$ cat config.mk
export PLATFORM = sky130hd
export DESIGN_NAME = sys_reset_req_flat
export DESIGN_NICKNAME = d
export VERILOG_FILES = /design/src/rtl/sys_reset_req_if.sv /design/src/rtl/sys_reset_req.sv /design/src/flat_wrapper.sv
export SDC_FILE = /design/constraint.sdc
export NUM_CORES = 1
export LEC_CHECK = 0
export ABC_AREA = 1
export BUFFER_PORTS_ARGS = -buffer_cell sky130_fd_sc_hd__buf_2
export CELL_PAD_IN_SITES_DETAIL_PLACEMENT = 1
export CELL_PAD_IN_SITES_GLOBAL_PLACEMENT = 1
export CORE_MARGIN = 5
export CORE_UTILIZATION = 45
export DETAILED_ROUTE_END_ITERATION = 10
export PLACE_DENSITY = 0.85
export SYNTH_ARGS = -nofsm -noshare
export SYNTH_HDL_FRONTEND = slang
export SYNTH_SLANG_ARGS = --single-unit
export TNS_END_PERCENT = 50
$ cat constraint.sdc
create_clock -name clk -period 2.2 [get_ports clk]
set_input_delay 0 -clock clk [delete_from_list [all_inputs] [get_ports clk]]
set_output_delay 0 -clock clk [all_outputs]
set_load 0.03 [all_outputs]
$ cat src/rtl/sys_reset_req_if.sv
// Request/status and reset-handshake signals between control logic, the reset
// initiator and the per-domain reset generators.
// slave = initiator view, master = control/domain-model view.
interface sys_reset_req_if #(
    parameter int SYS_CLK_NUM = 1
) ();
    logic                   req;
    logic                   sys_rst_n;
    logic [SYS_CLK_NUM-1:0] perif_rst_n_in;
    logic                   busy;
    logic                   done;
    logic                   err_timeout;

    modport slave (
        input  req,
        input  perif_rst_n_in,
        output sys_rst_n,
        output busy,
        output done,
        output err_timeout
    );

    modport master (
        output req,
        output perif_rst_n_in,
        input  sys_rst_n,
        input  busy,
        input  done,
        input  err_timeout
    );
endinterface

$ cat src/rtl/sys_reset_req.sv
// Software-triggered reset initiator: holds sys_rst_n low, then confirms every domain reset applied and released.
// Latency: sys_rst_n falls one cycle after req; low >= HOLD_CYCLES; each phase bounded by TIMEOUT_CYCLES.
// Backpressure: req is sampled only in IDLE; requests while busy are dropped, not queued.
module sys_reset_req #(
    parameter int SYS_CLK_NUM    = 1,
    parameter int HOLD_CYCLES    = 16,
    parameter int TIMEOUT_CYCLES = 4096,
    localparam int CNT_W         = $clog2(TIMEOUT_CYCLES + 1)
) (
    input  logic             clk,
    input  logic             rst,
    sys_reset_req_if.slave   bus
);
    typedef enum logic [1:0] {
        S_IDLE,
        S_ASSERT,
        S_RELEASE,
        S_DONE
    } state_t;

    localparam logic [CNT_W-1:0] HOLD_LAST = CNT_W'(HOLD_CYCLES - 1);
    localparam logic [CNT_W-1:0] TO_LAST   = CNT_W'(TIMEOUT_CYCLES - 1);
    localparam logic [CNT_W-1:0] CNT_MAX   = {CNT_W{1'b1}};

    state_t                 state_q, state_d;
    logic [CNT_W-1:0]       cnt_q, cnt_d, cnt_inc;
    logic                   err_q, err_d;
    logic                   sys_rst_n_q, sys_rst_n_d;
    logic                   busy_q, busy_d;
    logic                   done_q, done_d;

    (* async_reg = "true" *) logic [SYS_CLK_NUM-1:0] sync1_q;
    (* async_reg = "true" *) logic [SYS_CLK_NUM-1:0] sync2_q;

    logic all_low;
    logic all_high;

    // Two-flop synchronizer for the domain resets; resets to "deasserted".
    always_ff @(posedge clk or posedge rst) begin
        if (rst) begin
            sync1_q <= '1;
            sync2_q <= '1;
        end else begin
            sync1_q <= bus.perif_rst_n_in;
            sync2_q <= sync1_q;
        end
    end

    assign all_low  = &(~sync2_q);
    assign all_high = &sync2_q;

    // Phase counter saturates instead of wrapping.
    assign cnt_inc = (cnt_q == CNT_MAX) ? cnt_q : cnt_q + CNT_W'(1);

    // Next-state logic; outputs are derived from the next state so they leave flops directly.
    always_comb begin
        state_d = state_q;
        cnt_d   = cnt_q;
        err_d   = err_q;
        case (state_q)
            S_IDLE: begin
                if (bus.req) begin
                    state_d = S_ASSERT;
                    cnt_d   = '0;
                    err_d   = 1'b0;
                end
            end
            S_ASSERT: begin
                cnt_d = cnt_inc;
                // Exit is checked first so a coincident timeout is not flagged.
                if ((cnt_q >= HOLD_LAST) && all_low) begin
                    state_d = S_RELEASE;
                    cnt_d   = '0;
                end else if (cnt_q >= TO_LAST) begin
                    state_d = S_DONE;
                    err_d   = 1'b1;
                end
            end
            S_RELEASE: begin
                cnt_d = cnt_inc;
                if (all_high) begin
                    state_d = S_DONE;
                end else if (cnt_q >= TO_LAST) begin
                    state_d = S_DONE;
                    err_d   = 1'b1;
                end
            end
            S_DONE: begin
                state_d = S_IDLE;
            end
            default: begin
                state_d = S_IDLE;
            end
        endcase

        sys_rst_n_d = (state_d != S_ASSERT);
        busy_d      = (state_d != S_IDLE);
        done_d      = (state_d == S_DONE);
    end

    // State, counter and registered outputs; reset returns everything to idle immediately.
    always_ff @(posedge clk or posedge rst) begin
        if (rst) begin
            state_q     <= S_IDLE;
            cnt_q       <= '0;
            err_q       <= 1'b0;
            sys_rst_n_q <= 1'b1;
            busy_q      <= 1'b0;
            done_q      <= 1'b0;
        end else begin
            state_q     <= state_d;
            cnt_q       <= cnt_d;
            err_q       <= err_d;
            sys_rst_n_q <= sys_rst_n_d;
            busy_q      <= busy_d;
            done_q      <= done_d;
        end
    end

    assign bus.sys_rst_n   = sys_rst_n_q;
    assign bus.busy        = busy_q;
    assign bus.done        = done_q;
    assign bus.err_timeout = err_q;
endmodule

$ cat src/flat_wrapper.sv
// flat-port wrapper written by rule: the top's interface ports become plain ports
module sys_reset_req_flat 
#(
    parameter int SYS_CLK_NUM    = 1,
    parameter int HOLD_CYCLES    = 16,
    parameter int TIMEOUT_CYCLES = 4096,
    localparam int CNT_W         = $clog2(TIMEOUT_CYCLES + 1)
)
  (clk, rst, bus_req, bus_perif_rst_n_in, bus_sys_rst_n, bus_busy, bus_done, bus_err_timeout);
  sys_reset_req_if #(.SYS_CLK_NUM(SYS_CLK_NUM)) bus_i ();
  input  logic clk;
  input  logic rst;
  input wire logic [$bits(bus_i.req)-1:0] bus_req;
  input wire logic [$bits(bus_i.perif_rst_n_in)-1:0] bus_perif_rst_n_in;
  output wire logic [$bits(bus_i.sys_rst_n)-1:0] bus_sys_rst_n;
  output wire logic [$bits(bus_i.busy)-1:0] bus_busy;
  output wire logic [$bits(bus_i.done)-1:0] bus_done;
  output wire logic [$bits(bus_i.err_timeout)-1:0] bus_err_timeout;
  assign bus_i.req = bus_req;
  assign bus_i.perif_rst_n_in = bus_perif_rst_n_in;
  assign bus_sys_rst_n = bus_i.sys_rst_n;
  assign bus_busy = bus_i.busy;
  assign bus_done = bus_i.done;
  assign bus_err_timeout = bus_i.err_timeout;
  sys_reset_req #(.SYS_CLK_NUM(SYS_CLK_NUM), .HOLD_CYCLES(HOLD_CYCLES), .TIMEOUT_CYCLES(TIMEOUT_CYCLES)) u_core (.clk(clk), .rst(rst), .bus(bus_i));
endmodule
==> results.ini <==
[setup_path]
path_max_fanout = 11
rr_worst_depth = 8
crit_path_end_kind = flop
critPathCapture = u_core.cnt_q[10]
r2r_end = u_core.cnt_q[10]
critPathArrivalTime_ps = 2010
critPathLaunchType = flop
r2r-start = u_core.state_q[1]
required_ps = 2410
r2r_slack_ps = 400
critPathKind = flop to flop
cp-startpoint = u_core.state_q[1]

[global_routing]
grt_first_pass_wirelength_mm = 5.954
grt_usage_pct = 17.88
overflow = 0
grt_pass1_vias = 1276
antenna_found_initial = 0
grt_max_degree = 22

[power_and_ir_drop]
internal-power_mw = 0.6537
switching_share_pct = 42.68
p_switching_mw = 0.4866
leakage_nw = 0.6964
peakVddDrop_uv = 769.1
p_seq_share_pct = 41.3
p_clk_share_pct = 17.2
p_comb_share_pct = 41.6
power_density_mw_per_mm2 = 787.0
total_power_mw = 1.140

[route]
wirelength_mm = 3.242
viasPerCell = 5.263
drt_pass1_iterations = 4
drcViolationCount = 0
postRouteAntennaNets = 0
vias = 1079
wire_per_inst_um = 15.81
drtIter0Drc = 25

[floorplan]
initial_utilization_pct = 47.64
dieArea_mm2 = 0.004130
core_area_mm2 = 0.002781
die_width_um = 64.27
ios = 8
rows = 19
die_h_um = 64.27

[cells_and_area]
mostFrequentLayoutCell = nand2_1
syn2layout_area_growth_pct = 9.348
fin_nets = 185
layout-drive-gt1-share_pct = 26.44
design_area_mm2 = 0.001449
antenna_cells = 0
final_cell_mix = nand2_1, inv_1, dfrtp_1

[sta]
setup-tns-final_ps = 0
finalCritPeriodShare_pct = 81.63
fin_skew_ps = 5.558
finalCriticalPeriod_ps = 1796
tightest_slew_ps = 823.8
maxSlewHeadroom_pct = 45.02
finalHoldViolCount = 0
setup_viol = 0
final_max_slew_viol_count = 0
timing.hold.ws_ps = 96.02
rsz0062_at_grt = false
timing.fmax_mhz = 556.9

[synthesis]
syn-num-nets = 171
yosysUniqueCellTypes = 29
ys_ff_latch = 21
yosysSeqAreaShare_pct = 39.94
yosys_warnings = 0
syn_inst = 161
avgSynthCellArea_um2 = 8.230
netlist_area_mm2 = 0.001325

[placement]
globalplace.congestion = 0.8230
hpwl_mm = 2.469
place_area_mm2 = 0.001401
portBuffers = 7

[cts]
cts_root_buf = clkbuf_4
clock_path_buffers = 2
clkTransAtPathRegs_ps = 130
cts_num_sinks = 21
cts_buffers = 3
cts_tree = yes
htree_levels = 1
clock_latency_ps = 310

[min_path]
worstHoldPathType = input port to flop
hold_start = bus_req

[status]
status = finished, final reports clean

[job]
drv_cap = 0

-- synthesized netlist by cell type --
| cell | count | area [um2] |
|---|---|---|
| o21ai_0 | 4 | 20.02 |
| clkinv_1 | 1 | 3.750 |
| nor3_1 | 2 | 10.01 |
| nand3_2 | 4 | 40.04 |
| a21o_1 | 1 | 7.510 |
| o21a_1 | 1 | 7.510 |
| nand3_1 | 11 | 55.05 |
| o21bai_1 | 1 | 7.510 |
| dfrtp_1 | 18 | 450.4 |
| a21oi_1 | 3 | 15.01 |
| a21oi_4 | 1 | 16.27 |
| nand4_1 | 3 | 18.77 |
| a21oi_2 | 1 | 8.760 |
| nand2_2 | 11 | 68.82 |
| xnor2_1 | 1 | 8.760 |
| o22ai_1 | 6 | 37.54 |
| ha_1 | 6 | 75.07 |
| buf_2 | 1 | 5.000 |
| nor2_4 | 2 | 22.52 |
| inv_1 | 22 | 82.58 |
| dfstp_2 | 3 | 78.83 |
| nand3_4 | 1 | 17.52 |
| nand2_4 | 1 | 11.26 |
| nand2_1 | 26 | 97.59 |
| o21ai_1 | 1 | 5.000 |
| nor2_1 | 14 | 52.55 |
| xor2_1 | 5 | 43.79 |
| inv_2 | 2 | 7.510 |
| nor2_2 | 8 | 50.05 |
-- metal layers --
metal  wire (um)  GRT usage, %
met1        1491         22.58
met2        1657         31.84
met3          64         2.802
met4          28         3.817
met5           0             0
-- sequential cells by signal, summed over array words and instances, names as in the netlist --
register	flops
u_core.state_q	2
u_core.sync1_q	1
u_core.cnt_q	13
u_core.sync2_q	1
u_core.bus.sys_rst_n	1
u_core.bus.done	1
u_core.bus.err_timeout	1
u_core.bus.busy	1
-- critical path, stage by stage, from the launching register on --
cell	delay, ps
dfrtp_1	470
inv_1	120
ha_1	250
a21oi_1	200
buf_4	230
nand2_1	100
nor2_1	130
xnor2_1	130
nor2_1	60
-- worst min-delay path by stage --
| stage | endpoint | cells after the start |
|---|---|---|
| detailed placement | u_core.sync1_q | 1 |
| global placement | u_core.sync1_q | 1 |
| finish | u_core.bus.sys_rst_n | 4 |
| global route | u_core.bus.sys_rst_n | 4 |
| CTS | u_core.bus.sys_rst_n | 4 |
| floorplan | u_core.bus.busy | 1 |
-- cells by family after synthesis --
kind of cell	Yosys count	share of synthesized area, %
AO/OA/AOI/OAI	19	9.444
XOR/XNOR	6	3.966
adder cells (fa/ha/maj)	6	5.666
buffers and inverters	26	7.460
flip-flops	21	39.94
AND/OR/NAND/NOR	83	33.52
-- power by group through the flow --
stage | clock (mW) | combinational [mW] | sequential (mW)
floorplan | 0 | 0.314 | 0.512
finish | 0.196 | 0.474 | 0.470
global placement | 0 | 0.448 | 0.472
global route | 0.221 | 0.517 | 0.481
detailed placement | 0 | 0.467 | 0.478
CTS | 0.199 | 0.475 | 0.471
-- metrics by stage --
step | setup slack [ps] | cells | utilization (%)
5_1_grt | 242.0 | 205 | 52.09
2_1_floorplan | 636.3 | 161 | -
4_1_cts | 410.7 | 205 | 52.09
6_report | 404.2 | 205 | 52.09
3_5_place_dp | 449.9 | 199 | 50.38
3_3_place_gp | 571.8 | 199 | 50.38
-- final cells by class --
type                    count  area [um2]
fillers                   354        1333
flip-flops and latches     21       529.3
multi-input cells         114       696.9
inverters                  25       93.84
clock buffers               3       22.52
repair buffers             10       62.56
clock inverters             1       5.005
well taps                  31       38.79
-- repair_timing --
item / CTS / global route
setup buffers: 0 / 0
hold endpoints to repair: 19 / 0
gates resized for setup: 0 / 0
hold buffers: 2 / 0
Note: power is estimated with default switching activity, not from simulation.
